## src/rtl/l1_eviction_buffer_pkg.sv

```systemverilog
// ---------------------------------------------------------------------------
// l1_eviction_buffer_pkg
//   Shared types for the L1 eviction (write-back) buffer.
//   Contents:
//     lc3b_word       16-bit LC-3b address/word
//     lc3b_cacheline  128-bit cache line
//     lc3b_line_tag   line address bits [15:4]
//     lc3b_ewb_state  buffer controller states (IDLE, RD_L2, WR_L2, RESP)
//     line_base()     expands a line tag to a line-aligned byte address
// ---------------------------------------------------------------------------
package l1_eviction_buffer_pkg;

  typedef logic [15:0]  lc3b_word;
  typedef logic [127:0] lc3b_cacheline;
  typedef logic [11:0]  lc3b_line_tag;

  typedef enum logic [1:0] {
    IDLE  = 2'd0,
    RD_L2 = 2'd1,
    WR_L2 = 2'd2,
    RESP  = 2'd3
  } lc3b_ewb_state;

  localparam int LINE_OFFSET_BITS = 4;

  // Line-aligned address: the byte offset within the line is always zero.
  function automatic lc3b_word line_base(input lc3b_line_tag tag);
    return {tag, {LINE_OFFSET_BITS{1'b0}}};
  endfunction

endpackage

```

## src/rtl/l1_ewb_storage.sv

```systemverilog
// ---------------------------------------------------------------------------
// l1_ewb_storage
//   Entry storage for the eviction buffer: DEPTH x {valid, tag, data}, with a
//   fully associative tag lookup and a head-entry read port.
//   Ports:
//     clk, rst_n              clock / asynchronous active-low reset (clears valids)
//     wr_en, wr_idx           write (allocate or overwrite) entry wr_idx
//     wr_tag, wr_data         tag and line written
//     inv_en, inv_idx         invalidate entry inv_idx (drain completed)
//     lookup_tag              tag compared against every valid entry
//     match_any, match_idx    hit flag and encoded index of the matching entry
//     match_data              line stored in the matching entry
//     head_idx                entry to read for draining
//     head_tag, head_data     tag and line of entry head_idx
// ---------------------------------------------------------------------------
module l1_ewb_storage
  import l1_eviction_buffer_pkg::*;
#(
  parameter int DEPTH = 2,
  parameter int PTR_W = (DEPTH > 1) ? $clog2(DEPTH) : 1
) (
  input  logic               clk,
  input  logic               rst_n,
  input  logic               wr_en,
  input  logic [PTR_W-1:0]   wr_idx,
  input  lc3b_line_tag       wr_tag,
  input  lc3b_cacheline      wr_data,
  input  logic               inv_en,
  input  logic [PTR_W-1:0]   inv_idx,
  input  lc3b_line_tag       lookup_tag,
  output logic               match_any,
  output logic [PTR_W-1:0]   match_idx,
  output lc3b_cacheline      match_data,
  input  logic [PTR_W-1:0]   head_idx,
  output lc3b_line_tag       head_tag,
  output lc3b_cacheline      head_data
);

  logic [DEPTH-1:0] valid_vec;
  logic [DEPTH-1:0] match_vec;
  lc3b_line_tag     tag_arr  [DEPTH];
  lc3b_cacheline    data_arr [DEPTH];

  generate
    for (genvar gi = 0; gi < DEPTH; gi++) begin : g_entry
      logic          entry_valid_reg;
      lc3b_line_tag  entry_tag_reg;
      lc3b_cacheline entry_data_reg;

      // Allocation and drain never target the same entry in one cycle, so
      // the write/invalidate ordering below only matters for robustness.
      always_ff @(posedge clk or negedge rst_n) begin
        if (!rst_n) begin
          entry_valid_reg <= 1'b0;
        end else if (wr_en && (wr_idx == PTR_W'(gi))) begin
          entry_valid_reg <= 1'b1;
        end else if (inv_en && (inv_idx == PTR_W'(gi))) begin
          entry_valid_reg <= 1'b0;
        end
      end

      // Tag/data need no reset: they are qualified by the valid bit.
      always_ff @(posedge clk) begin
        if (wr_en && (wr_idx == PTR_W'(gi))) begin
          entry_tag_reg  <= wr_tag;
          entry_data_reg <= wr_data;
        end
      end

      assign valid_vec[gi] = entry_valid_reg;
      assign tag_arr[gi]   = entry_tag_reg;
      assign data_arr[gi]  = entry_data_reg;
      assign match_vec[gi] = entry_valid_reg && (entry_tag_reg == lookup_tag);
    end
  endgenerate

  // At most one entry can hold a given tag (writes to a buffered line
  // overwrite in place), so an OR-reduction encoder is sufficient.
  always_comb begin
    match_idx = '0;
    for (int i = 0; i < DEPTH; i++) begin
      if (match_vec[i]) begin
        match_idx = match_idx | PTR_W'(i);
      end
    end
  end

  assign match_any  = |match_vec;
  assign match_data = data_arr[match_idx];
  assign head_tag   = tag_arr[head_idx];
  assign head_data  = data_arr[head_idx];

`ifndef SYNTHESIS
  a_one_hot_match: assert property (@(posedge clk) disable iff (!rst_n) $onehot0(match_vec));
  a_match_valid:   assert property (@(posedge clk) disable iff (!rst_n) (match_vec & ~valid_vec) == '0);
`endif

endmodule

```

## src/rtl/l1_eviction_buffer.sv

```systemverilog
// ---------------------------------------------------------------------------
// l1_eviction_buffer
//   Write-back buffer between the L1 memory-side port and L2. Dirty-line
//   evictions are absorbed without touching L2, so the refill read that
//   follows an eviction reaches L2 first. Buffered lines drain to L2 in FIFO
//   order whenever no L1 request is pending.
//   Build option:
//     L1_EWB_FWD_EN  defined: a read hitting a buffered line is served from
//                    the buffer. Undefined: entries are drained up to and
//                    including the hit, then the line is read from L2.
//   Ports:
//     clk, rst_n                 clock / asynchronous active-low reset
//     l1_read, l1_write          L1 request (held until l1_resp)
//     l1_address, l1_wdata       L1 line address (bits [3:0] ignored), eviction data
//     l1_resp, l1_rdata          one-cycle completion pulse, read data
//     l2_read, l2_write          L2 request (held until l2_resp)
//     l2_address, l2_wdata       L2 line address (bits [3:0] zero), drain data
//     l2_resp, l2_rdata          L2 completion, L2 read data
// ---------------------------------------------------------------------------
module l1_eviction_buffer
  import l1_eviction_buffer_pkg::*;
#(
  parameter int DEPTH = 2
) (
  input  logic          clk,
  input  logic          rst_n,
  input  logic          l1_read,
  input  logic          l1_write,
  input  lc3b_word      l1_address,
  input  lc3b_cacheline l1_wdata,
  output logic          l1_resp,
  output lc3b_cacheline l1_rdata,
  output logic          l2_read,
  output logic          l2_write,
  output lc3b_word      l2_address,
  output lc3b_cacheline l2_wdata,
  input  logic          l2_resp,
  input  lc3b_cacheline l2_rdata
);

  localparam int PTR_W = (DEPTH > 1) ? $clog2(DEPTH) : 1;
  localparam int CNT_W = $clog2(DEPTH + 1);

  function automatic logic [PTR_W-1:0] ptr_inc(input logic [PTR_W-1:0] ptr);
    return (ptr == PTR_W'(DEPTH - 1)) ? '0 : ptr + PTR_W'(1);
  endfunction

  lc3b_ewb_state    state_reg, state_next;
  logic [PTR_W-1:0] head_reg, head_next;
  logic [PTR_W-1:0] tail_reg, tail_next;
  logic [CNT_W-1:0] count_reg, count_next;

  logic             l1_resp_reg, l1_resp_next;
  lc3b_cacheline    l1_rdata_reg, l1_rdata_next;
  logic             l2_read_reg, l2_read_next;
  logic             l2_write_reg, l2_write_next;
  lc3b_word         l2_address_reg, l2_address_next;
  lc3b_cacheline    l2_wdata_reg, l2_wdata_next;

  logic             st_wr_en;
  logic [PTR_W-1:0] st_wr_idx;
  logic             st_inv_en;
  logic             match_any;
  logic [PTR_W-1:0] match_idx;
  lc3b_cacheline    fwd_data;
  lc3b_line_tag     head_tag;
  lc3b_cacheline    head_data;
  lc3b_line_tag     req_tag;
  logic             full;
  logic             start_drain;
  logic             start_read;
  logic             enq_en;

  assign req_tag = l1_address[15:4];
  assign full    = (count_reg == CNT_W'(DEPTH));

  logic unused_addr_bits;
  assign unused_addr_bits = ^l1_address[3:0];
`ifndef L1_EWB_FWD_EN
  logic unused_fwd_data;
  assign unused_fwd_data = ^fwd_data;
`endif

  l1_ewb_storage #(
    .DEPTH (DEPTH),
    .PTR_W (PTR_W)
  ) u_storage (
    .clk        (clk),
    .rst_n      (rst_n),
    .wr_en      (st_wr_en),
    .wr_idx     (st_wr_idx),
    .wr_tag     (req_tag),
    .wr_data    (l1_wdata),
    .inv_en     (st_inv_en),
    .inv_idx    (head_reg),
    .lookup_tag (req_tag),
    .match_any  (match_any),
    .match_idx  (match_idx),
    .match_data (fwd_data),
    .head_idx   (head_reg),
    .head_tag   (head_tag),
    .head_data  (head_data)
  );

  always_comb begin
    state_next      = state_reg;
    head_next       = head_reg;
    tail_next       = tail_reg;
    count_next      = count_reg;
    l1_resp_next    = 1'b0;
    l1_rdata_next   = l1_rdata_reg;
    l2_read_next    = l2_read_reg;
    l2_write_next   = l2_write_reg;
    l2_address_next = l2_address_reg;
    l2_wdata_next   = l2_wdata_reg;
    st_wr_en        = 1'b0;
    st_wr_idx       = tail_reg;
    st_inv_en       = 1'b0;
    start_drain     = 1'b0;
    start_read      = 1'b0;
    enq_en          = 1'b0;

    case (state_reg)
      IDLE: begin
        if (l1_write && full && !match_any) begin
          // Make room first; the eviction is accepted on return to IDLE.
          start_drain = 1'b1;
        end else if (l1_write) begin
          st_wr_en = 1'b1;
          if (match_any) begin
            st_wr_idx = match_idx;
          end else begin
            enq_en     = 1'b1;
            tail_next  = ptr_inc(tail_reg);
            count_next = count_reg + CNT_W'(1);
          end
          state_next   = RESP;
          l1_resp_next = 1'b1;
        end else if (l1_read && match_any) begin
`ifdef L1_EWB_FWD_EN
          l1_rdata_next = fwd_data;
          state_next    = RESP;
          l1_resp_next  = 1'b1;
`else
          // L2 holds stale data for this line: flush in order up to it.
          start_drain = 1'b1;
`endif
        end else if (l1_read) begin
          start_read = 1'b1;
        end else if (count_reg != '0) begin
          start_drain = 1'b1;
        end
      end

      RD_L2: begin
        if (l2_resp) begin
          l1_rdata_next = l2_rdata;
          l2_read_next  = 1'b0;
          state_next    = RESP;
          l1_resp_next  = 1'b1;
        end
      end

      WR_L2: begin
        if (l2_resp) begin
          st_inv_en     = 1'b1;
          head_next     = ptr_inc(head_reg);
          count_next    = count_reg - CNT_W'(1);
          l2_write_next = 1'b0;
          // The waiting read's line just reached L2: fetch it directly.
          if (l1_read && match_any && (match_idx == head_reg)) begin
            start_read = 1'b1;
          end else begin
            state_next = IDLE;
          end
        end
      end

      RESP: begin
        state_next = IDLE;
      end

      default: begin
        state_next = IDLE;
      end
    endcase

    if (start_drain) begin
      state_next      = WR_L2;
      l2_write_next   = 1'b1;
      l2_address_next = line_base(head_tag);
      l2_wdata_next   = head_data;
    end
    if (start_read) begin
      state_next      = RD_L2;
      l2_read_next    = 1'b1;
      l2_address_next = line_base(req_tag);
    end
  end

  always_ff @(posedge clk or negedge rst_n) begin
    if (!rst_n) begin
      state_reg      <= IDLE;
      head_reg       <= '0;
      tail_reg       <= '0;
      count_reg      <= '0;
      l1_resp_reg    <= 1'b0;
      l1_rdata_reg   <= '0;
      l2_read_reg    <= 1'b0;
      l2_write_reg   <= 1'b0;
      l2_address_reg <= '0;
      l2_wdata_reg   <= '0;
    end else begin
      state_reg      <= state_next;
      head_reg       <= head_next;
      tail_reg       <= tail_next;
      count_reg      <= count_next;
      l1_resp_reg    <= l1_resp_next;
      l1_rdata_reg   <= l1_rdata_next;
      l2_read_reg    <= l2_read_next;
      l2_write_reg   <= l2_write_next;
      l2_address_reg <= l2_address_next;
      l2_wdata_reg   <= l2_wdata_next;
    end
  end

  assign l1_resp    = l1_resp_reg;
  assign l1_rdata   = l1_rdata_reg;
  assign l2_read    = l2_read_reg;
  assign l2_write   = l2_write_reg;
  assign l2_address = l2_address_reg;
  assign l2_wdata   = l2_wdata_reg;

`ifndef SYNTHESIS
  a_count_bound:  assert property (@(posedge clk) disable iff (!rst_n) count_reg <= CNT_W'(DEPTH));
  a_no_underflow: assert property (@(posedge clk) disable iff (!rst_n) st_inv_en |-> (count_reg != '0));
  a_no_overflow:  assert property (@(posedge clk) disable iff (!rst_n) enq_en |-> !full);
  a_enq_xor_deq:  assert property (@(posedge clk) disable iff (!rst_n) !(enq_en && st_inv_en));
  a_l2_exclusive: assert property (@(posedge clk) disable iff (!rst_n) !(l2_read_reg && l2_write_reg));
`endif

endmodule

```

## config.mk

```make
export PLATFORM = sky130hd
export DESIGN_NAME = l1_eviction_buffer
export DESIGN_NICKNAME = d
export VERILOG_FILES = /design/src/rtl/l1_eviction_buffer_pkg.sv /design/src/rtl/l1_ewb_storage.sv /design/src/rtl/l1_eviction_buffer.sv
export SDC_FILE = /design/constraint.sdc
export NUM_CORES = 1
export LEC_CHECK = 0
export CAP_MARGIN = 40
export CORE_ASPECT_RATIO = 0.6
export CORE_MARGIN = 8
export CORE_UTILIZATION = 58
export DETAILED_ROUTE_END_ITERATION = 8
export DONT_BUFFER_PORTS = 1
export GPL_TIMING_DRIVEN = 0
export PLACE_DENSITY = 0.74
export SKIP_LAST_GASP = 1
export SYNTH_ARGS = -nofsm -noshare
export SYNTH_HDL_FRONTEND = slang
export SYNTH_SLANG_ARGS = --single-unit
export TNS_END_PERCENT = 5
```

## constraint.sdc

```tcl
create_clock -name clk -period 21.3 [get_ports clk]
set_input_delay 4.26 -clock clk [delete_from_list [all_inputs] [get_ports clk]]
set_output_delay 4.26 -clock clk [all_outputs]
set_load 0.01 [all_outputs]
```

# Word-level counts from Yosys, hierarchy flattened
# Index checks and enable logic that the tools add are counted.
dict set report totals {
  elab_cells 127
  in_bits 277
  register_bits 563
  output_inout_bits 275
}
dict set report op_classes {
  eq_ne 16
  n_bitwise 5
  n_addsub 4
  muxes 56
  reduce_logical 29
  magnitude_cmp 1
}
# cell count
set op_table {}
lappend op_table {{$mux 128} 3}
lappend op_table {{$mux 12} 3}
lappend op_table {{$mux 1} 33}
lappend op_table {{$mux 16} 2}
lappend op_table {{$eq 12x12->1} 2}
lappend op_table {{$mux 2} 11}
lappend op_table {{$ne 4x4->1 const B} 5}
lappend op_table {{$reduce_bool 2->1} 9}
lappend op_table {{$logic_and 1x1->1} 10}
lappend op_table {{$reduce_and 5->1} 2}
lappend op_table {{$ne 2x2->1 const B} 4}
lappend op_table {{$pmux 2 s4} 1}
lappend op_table {{$reduce_and 2->1} 4}
lappend op_table {{$eq 2x2->1 const B} 3}
lappend op_table {{$not 1->1} 4}
lappend op_table {{$pmux 1 s2} 2}
lappend op_table {{$pmux 2 s2} 1}
lappend op_table {{$reduce_and 4->1} 1}
lappend op_table {{$add 1x1->1 const B} 2}
lappend op_table {{$add 2x1->2 const B} 1}
lappend op_table {{$eq 2x1->1 const B} 1}
lappend op_table {{$ge 2x2->1 const B} 1}
lappend op_table {{$logic_not 2->1} 1}
lappend op_table {{$not 1->2} 1}
lappend op_table {{4 further kinds} 4}

# Depth between registers and ports, before layout
dict set report depth {
  ltp_word 10
  mapped_depth 11
  mapped_depth_nobuf 6
}

# Modules after synthesis
# From an unflattened synthesis, not the netlist that was laid out.
dict set report hier_totals {
  cells_unflattened 1260
  area_unflattened_um2 22978.3
}
# mod cells_per_inst n_inst area_per_inst_um2 seq_area_each_um2
set modules_own_cells {}
lappend modules_own_cells {l1_ewb_storage 619 1 11981.5 8458.1}
lappend modules_own_cells {l1_eviction_buffer 641 1 10996.8 6931.6}

# Worst setup path before layout
# OpenSTA, ideal clock, no wires.
dict set report synth_timing {
  path_kind {input to register}
  start {input l1_address[9]}
  end {register u_storage.g_entry[1].entry_data_reg[0] (enable)}
  path_slack_ns 5.249
  arrival_time_ns 15.194
  required_time_ns 20.444
  cell_stages 5
  n_path_buf 1
  setup_time_ns 0.856
  path_cell_list {xnor2_1 nand4_1 or4_1 buf_2 a21boi_0}
}
dict set report synth_between {
  elab_chain_cells 8
  elab_cells_between_ends 15
  classes_between {eq/ne: 2; mux: 7; reduce/logical: 6}
}
# element line_no
set synth_rtl {}
lappend synth_rtl {{start: declaration} l1_eviction_buffer.sv:29} ;# input lc3b_word l1_address,
lappend synth_rtl {{$eq 12x12->1} l1_ewb_storage.sv:73} ;# assign match_vec[gi] = entry_valid_reg && (entry_tag_reg == lookup_tag);
lappend synth_rtl {{$logic_and 1x1->1} l1_ewb_storage.sv:73}
lappend synth_rtl {{$mux 1 / $reduce_or 2->1 (equally long branches)} {l1_ewb_storage.sv:82, l1_ewb_storage.sv:88}}
lappend synth_rtl {{$mux 1 / $logic_not 1->1 (equally long branches)} {l1_eviction_buffer.sv:130, l1_eviction_buffer.sv:125}}
lappend synth_rtl {{$mux 1 / $logic_and 1x1->1 (equally long branches)} {l1_eviction_buffer.sv:128, l1_eviction_buffer.sv:125}}
lappend synth_rtl {{$mux 1} l1_eviction_buffer.sv:125} ;# if (l1_write && full && !match_any) begin
lappend synth_rtl {{$mux 1} l1_eviction_buffer.sv:123} ;# case (state_reg)
lappend synth_rtl {{$logic_and 1x1->1 (*)} l1_ewb_storage.sv:64} ;# if (wr_en && (wr_idx == PTR_W'(gi))) begin
lappend synth_rtl {{end signal: assignment} l1_ewb_storage.sv:66} ;# entry_data_reg <= wr_data;
lappend synth_rtl {{end: declaration} l1_ewb_storage.sv:48} ;# lc3b_cacheline entry_data_reg;
# Mark *: on every way between the ends. The rest lies on a longest branch, timed or not.
# A chain may end at the register's enable or synchronous reset.

# Final worst setup path
dict set report layout_timing {
  start {input l1_address[12]}
  end {register l2_wdata_reg[49], in the netlist l2_wdata[49]}
}
dict set report layout_between {
  elab_chain_cells 8
  elab_cells_between_ends 12
  classes_between {eq/ne: 2; mux: 4; reduce/logical: 6}
}
# element line_no
set layout_rtl {}
lappend layout_rtl {{$eq 12x12->1} l1_ewb_storage.sv:73}
lappend layout_rtl {{$logic_and 1x1->1} l1_ewb_storage.sv:73}
lappend layout_rtl {{$reduce_or 2->1 (*)} l1_ewb_storage.sv:88} ;# assign match_any = |match_vec;
lappend layout_rtl {{$logic_and 1x1->1} l1_eviction_buffer.sv:139} ;# end else if (l1_read && match_any) begin
lappend layout_rtl {{$mux 1} l1_eviction_buffer.sv:139}
lappend layout_rtl {{$mux 1} l1_eviction_buffer.sv:128} ;# end else if (l1_write) begin
lappend layout_rtl {{$mux 1 (*)} l1_eviction_buffer.sv:125}
lappend layout_rtl {{$mux 1 (*)} l1_eviction_buffer.sv:123}
lappend layout_rtl {{end signal: assignment} l1_eviction_buffer.sv:223} ;# l2_wdata_reg <= l2_wdata_next;
lappend layout_rtl {{end: declaration} l1_eviction_buffer.sv:58} ;# lc3b_cacheline l2_wdata_reg, l2_wdata_next;
# Marked as above.

==> summary.txt <==
Top cell type's share of synthesized area - 39.1%
Worst slack, placed - 14.24 ns
Worst slew pin tran - 0.994 ns
Post-synth EDFFs - 280
Final setup viols - 0
Status - finished, final reports clean
Final instance area - 23900 µm²
CP max stage delay - 0.51 ns
CTS tree - done
Worst Setup End Kind - register
Layout area overhead - 11.1%
Fin util - 65.6%
Synth unique cells - 44
Main synth FF type - edfxtp_1
Top delay family on crit path - buffers and inverters
Kind of critical path - in2reg
# hold bufs at CTS - 0
CP max-delay cell - or4_1
CTS resizes - 0
NumNets Final - 1642
# rows - 54
Final hold vios - 0
Setup Skew - 0.0204 ns
Count leader, synth - edfxtp_1
Synthesis warning total - 0
GP Congestion - 0.864
Slew margin rel. - 33.7%
I/O Buffers - 0
Placed Cells incl. Taps - 1790
Number of global-route vias before repair - 11700
RSZ-0062 raised after global routing - no
Avg Cell Area, Syn - 16.5 µm²
Pleak - 8.91 nW
Most used cell, CP - buf_2
Sequential share of the synthesized area - 71.6%
CTS buffer count - 49
Synth top cells by count - 280 x edfxtp_1, 279 x dfrtp_1, 140 x mux2_2
Crit Path Max Fanout - 10
Root Buffer - clkbuf_16
Share of layout cells above drive strength 1 - 26.7%
Yosys top cell by area - edfxtp_1
Largest net degree at the start of global routing - 280
CP Data Required Time - 21.79 ns
Placed inst area - 22300 µm²
Final HPWL from detailed placement - 40100 µm
Antenna violations before repair - 23
CORE AREA - 36400 µm²
Post-DRT Antenna Nets - 0
Initial Util - 59.0%
CTS clk-pin slew, worst paths - 0.06 ns
Share of async-settable or async-resettable flops after synthesis - 49.9%
Crit path launch type - input port
Routed WL per cell - 29.0 µm
Drt total wl - 55100 µm
Bufs and invs on worst path - 3
Non-Filler Instances - 1896
HP Class - reg2reg
PD cells - 150 nW/µm²
Die Span Y - 165 µm
Vias post-DR - 11400
Vias/cell - 6.00
DRT iter0 DRCs - 740
Minimum clock period - 6.54 ns
Clock latency on the worst-skew pair - 0.57 ns
Max FFs per register - 256
Cell Chain, Critical Path - xnor2_1 -> nand4_1 -> or4_1 -> buf_2 -> a31oi_2 -> buf_2 -> clkbuf_1 -> nor3_1 -> a21oi_2
Peak Freq - 153 MHz
Ports - 552
CTS max path bufs - 3
DRC - 0
GR Util All Layers - 24.2%
Final worst setup slack - 14.76 ns
Post-CTS setup buffers - 0
Post-synthesis cell count - 1302
Htree depth - 2
CTS sink count - 559
Fillcell total - 2525
Max-Cap Viols - 0
First-pass DRT Iterations - 7
Post-synthesis sequential element count - 559
Die W - 265 µm
Fin. max-slew vios - 0
Critical Path AT - 7.03 ns
GRT Residual Overflow - 0
Synth Cell Area - 21500 µm²
First-pass GRT wire length - 78900 µm
Maximum vdd drop - 0.0000920 V
Largest cells by area after synthesis - edfxtp_1 39%, dfrtp_1 32%, mux2_2 7.3%
Die footprint - 43700 µm²
Period utilization - 30.7%
-- cells in the final DEF, fill, tap and decap left out, drive strengths merged, types with 2 or more instances in the layout --
master and count:
clkbuf 133, buf 38, mux2i 130, conb 4, a21o 3, nand3 6, nor3 129, and2 2
o311ai 12, o21ai 15, diode 14, clkinv 16, nand4 5, or4 3, nor2 2, nand2b 2
nand2 6, a211oi 2, nand3b 3, and3 2, o211ai 12, xnor2 25, inv 15, mux2 140
edfxtp 280, dfrtp 279, xor2 2, o21a 2, a21oi 129
-- layout make-up --
class	count	area, µm²	area share, %
clock buffer	74	1380	5.78
clock inverter	18	114	0.477
tap	476	596	2.49
sequential	559	15400	64.5
buffer	88	482	2.02
inverter	13	48.8	0.204
antenna	14	35.0	0.147
timing repair buffer	9	225	0.943
multi-input combinational	645	5600	23.5
-- where the power goes --
group | total, W | internal (W) | switching, W
clock network | 0.000829 | 0.000450 | 0.000378
logic | 0.000860 | 0.000411 | 0.000449
registers | 0.00190 | 0.00149 | 0.000410
total | 0.00359 | 0.00235 | 0.00124
-- stage by stage --
stage	power, W	setup TNS (ns)	hold slack, ns
finish	0.00359	0	0.487
global route	0.00377	0	0.501
CTS	0.00363	0	0.487
detailed placement	0.00279	0	0.473
global placement	0.00277	-171.48	0.462
floorplan	0.00250	0	0.450
-- path summary, 6_finish.rpt --
| kind | cells past startpoint | from | slack (ns) | endpoint |
|---|---|---|---|---|
| worst max-delay path | 9 | l1_address[12] | 14.76 | l2_wdata[49] |
| worst min-delay path | 1 | u_storage.g_entry[1].entry_valid_reg | 0.49 | u_storage.g_entry[1].entry_valid_reg |
| worst max register to register | 9 | u_storage.g_entry[1].entry_tag_reg[8] | 18.00 | l2_wdata[49] |
| worst min register to register | 1 | u_storage.g_entry[1].entry_valid_reg | 0.49 | u_storage.g_entry[1].entry_valid_reg |
| max in group asynchronous | 0 | rst_n | 17.08 | l2_wdata[45] |
| min in group asynchronous | 0 | rst_n | 3.39 | l2_wdata[18] |
-- per-layer routing --
layer	vias to the layer above	GRT usage, %	wire [µm]
met2	464	43.4	29300
met3	127	9.20	5200
li1	4985	-	-
met1	5796	25.8	18300
met4	0	10.4	2290
met5	-	0	0
-- kinds of logic (layout without fill, tap and decap cells) --
family / after synthesis / after routing / synth area share (%)
xor+xnor: 27 / 27 / 1.10
other cells: 1 / 18 / 0.0174
compound gates: 179 / 179 / 7.43
flops: 559 / 559 / 71.6
mux: 270 / 270 / 13.4
simple gates: 165 / 165 / 3.99
buf+inv: 101 / 202 / 2.47
(Power assumes the default switching activity.)
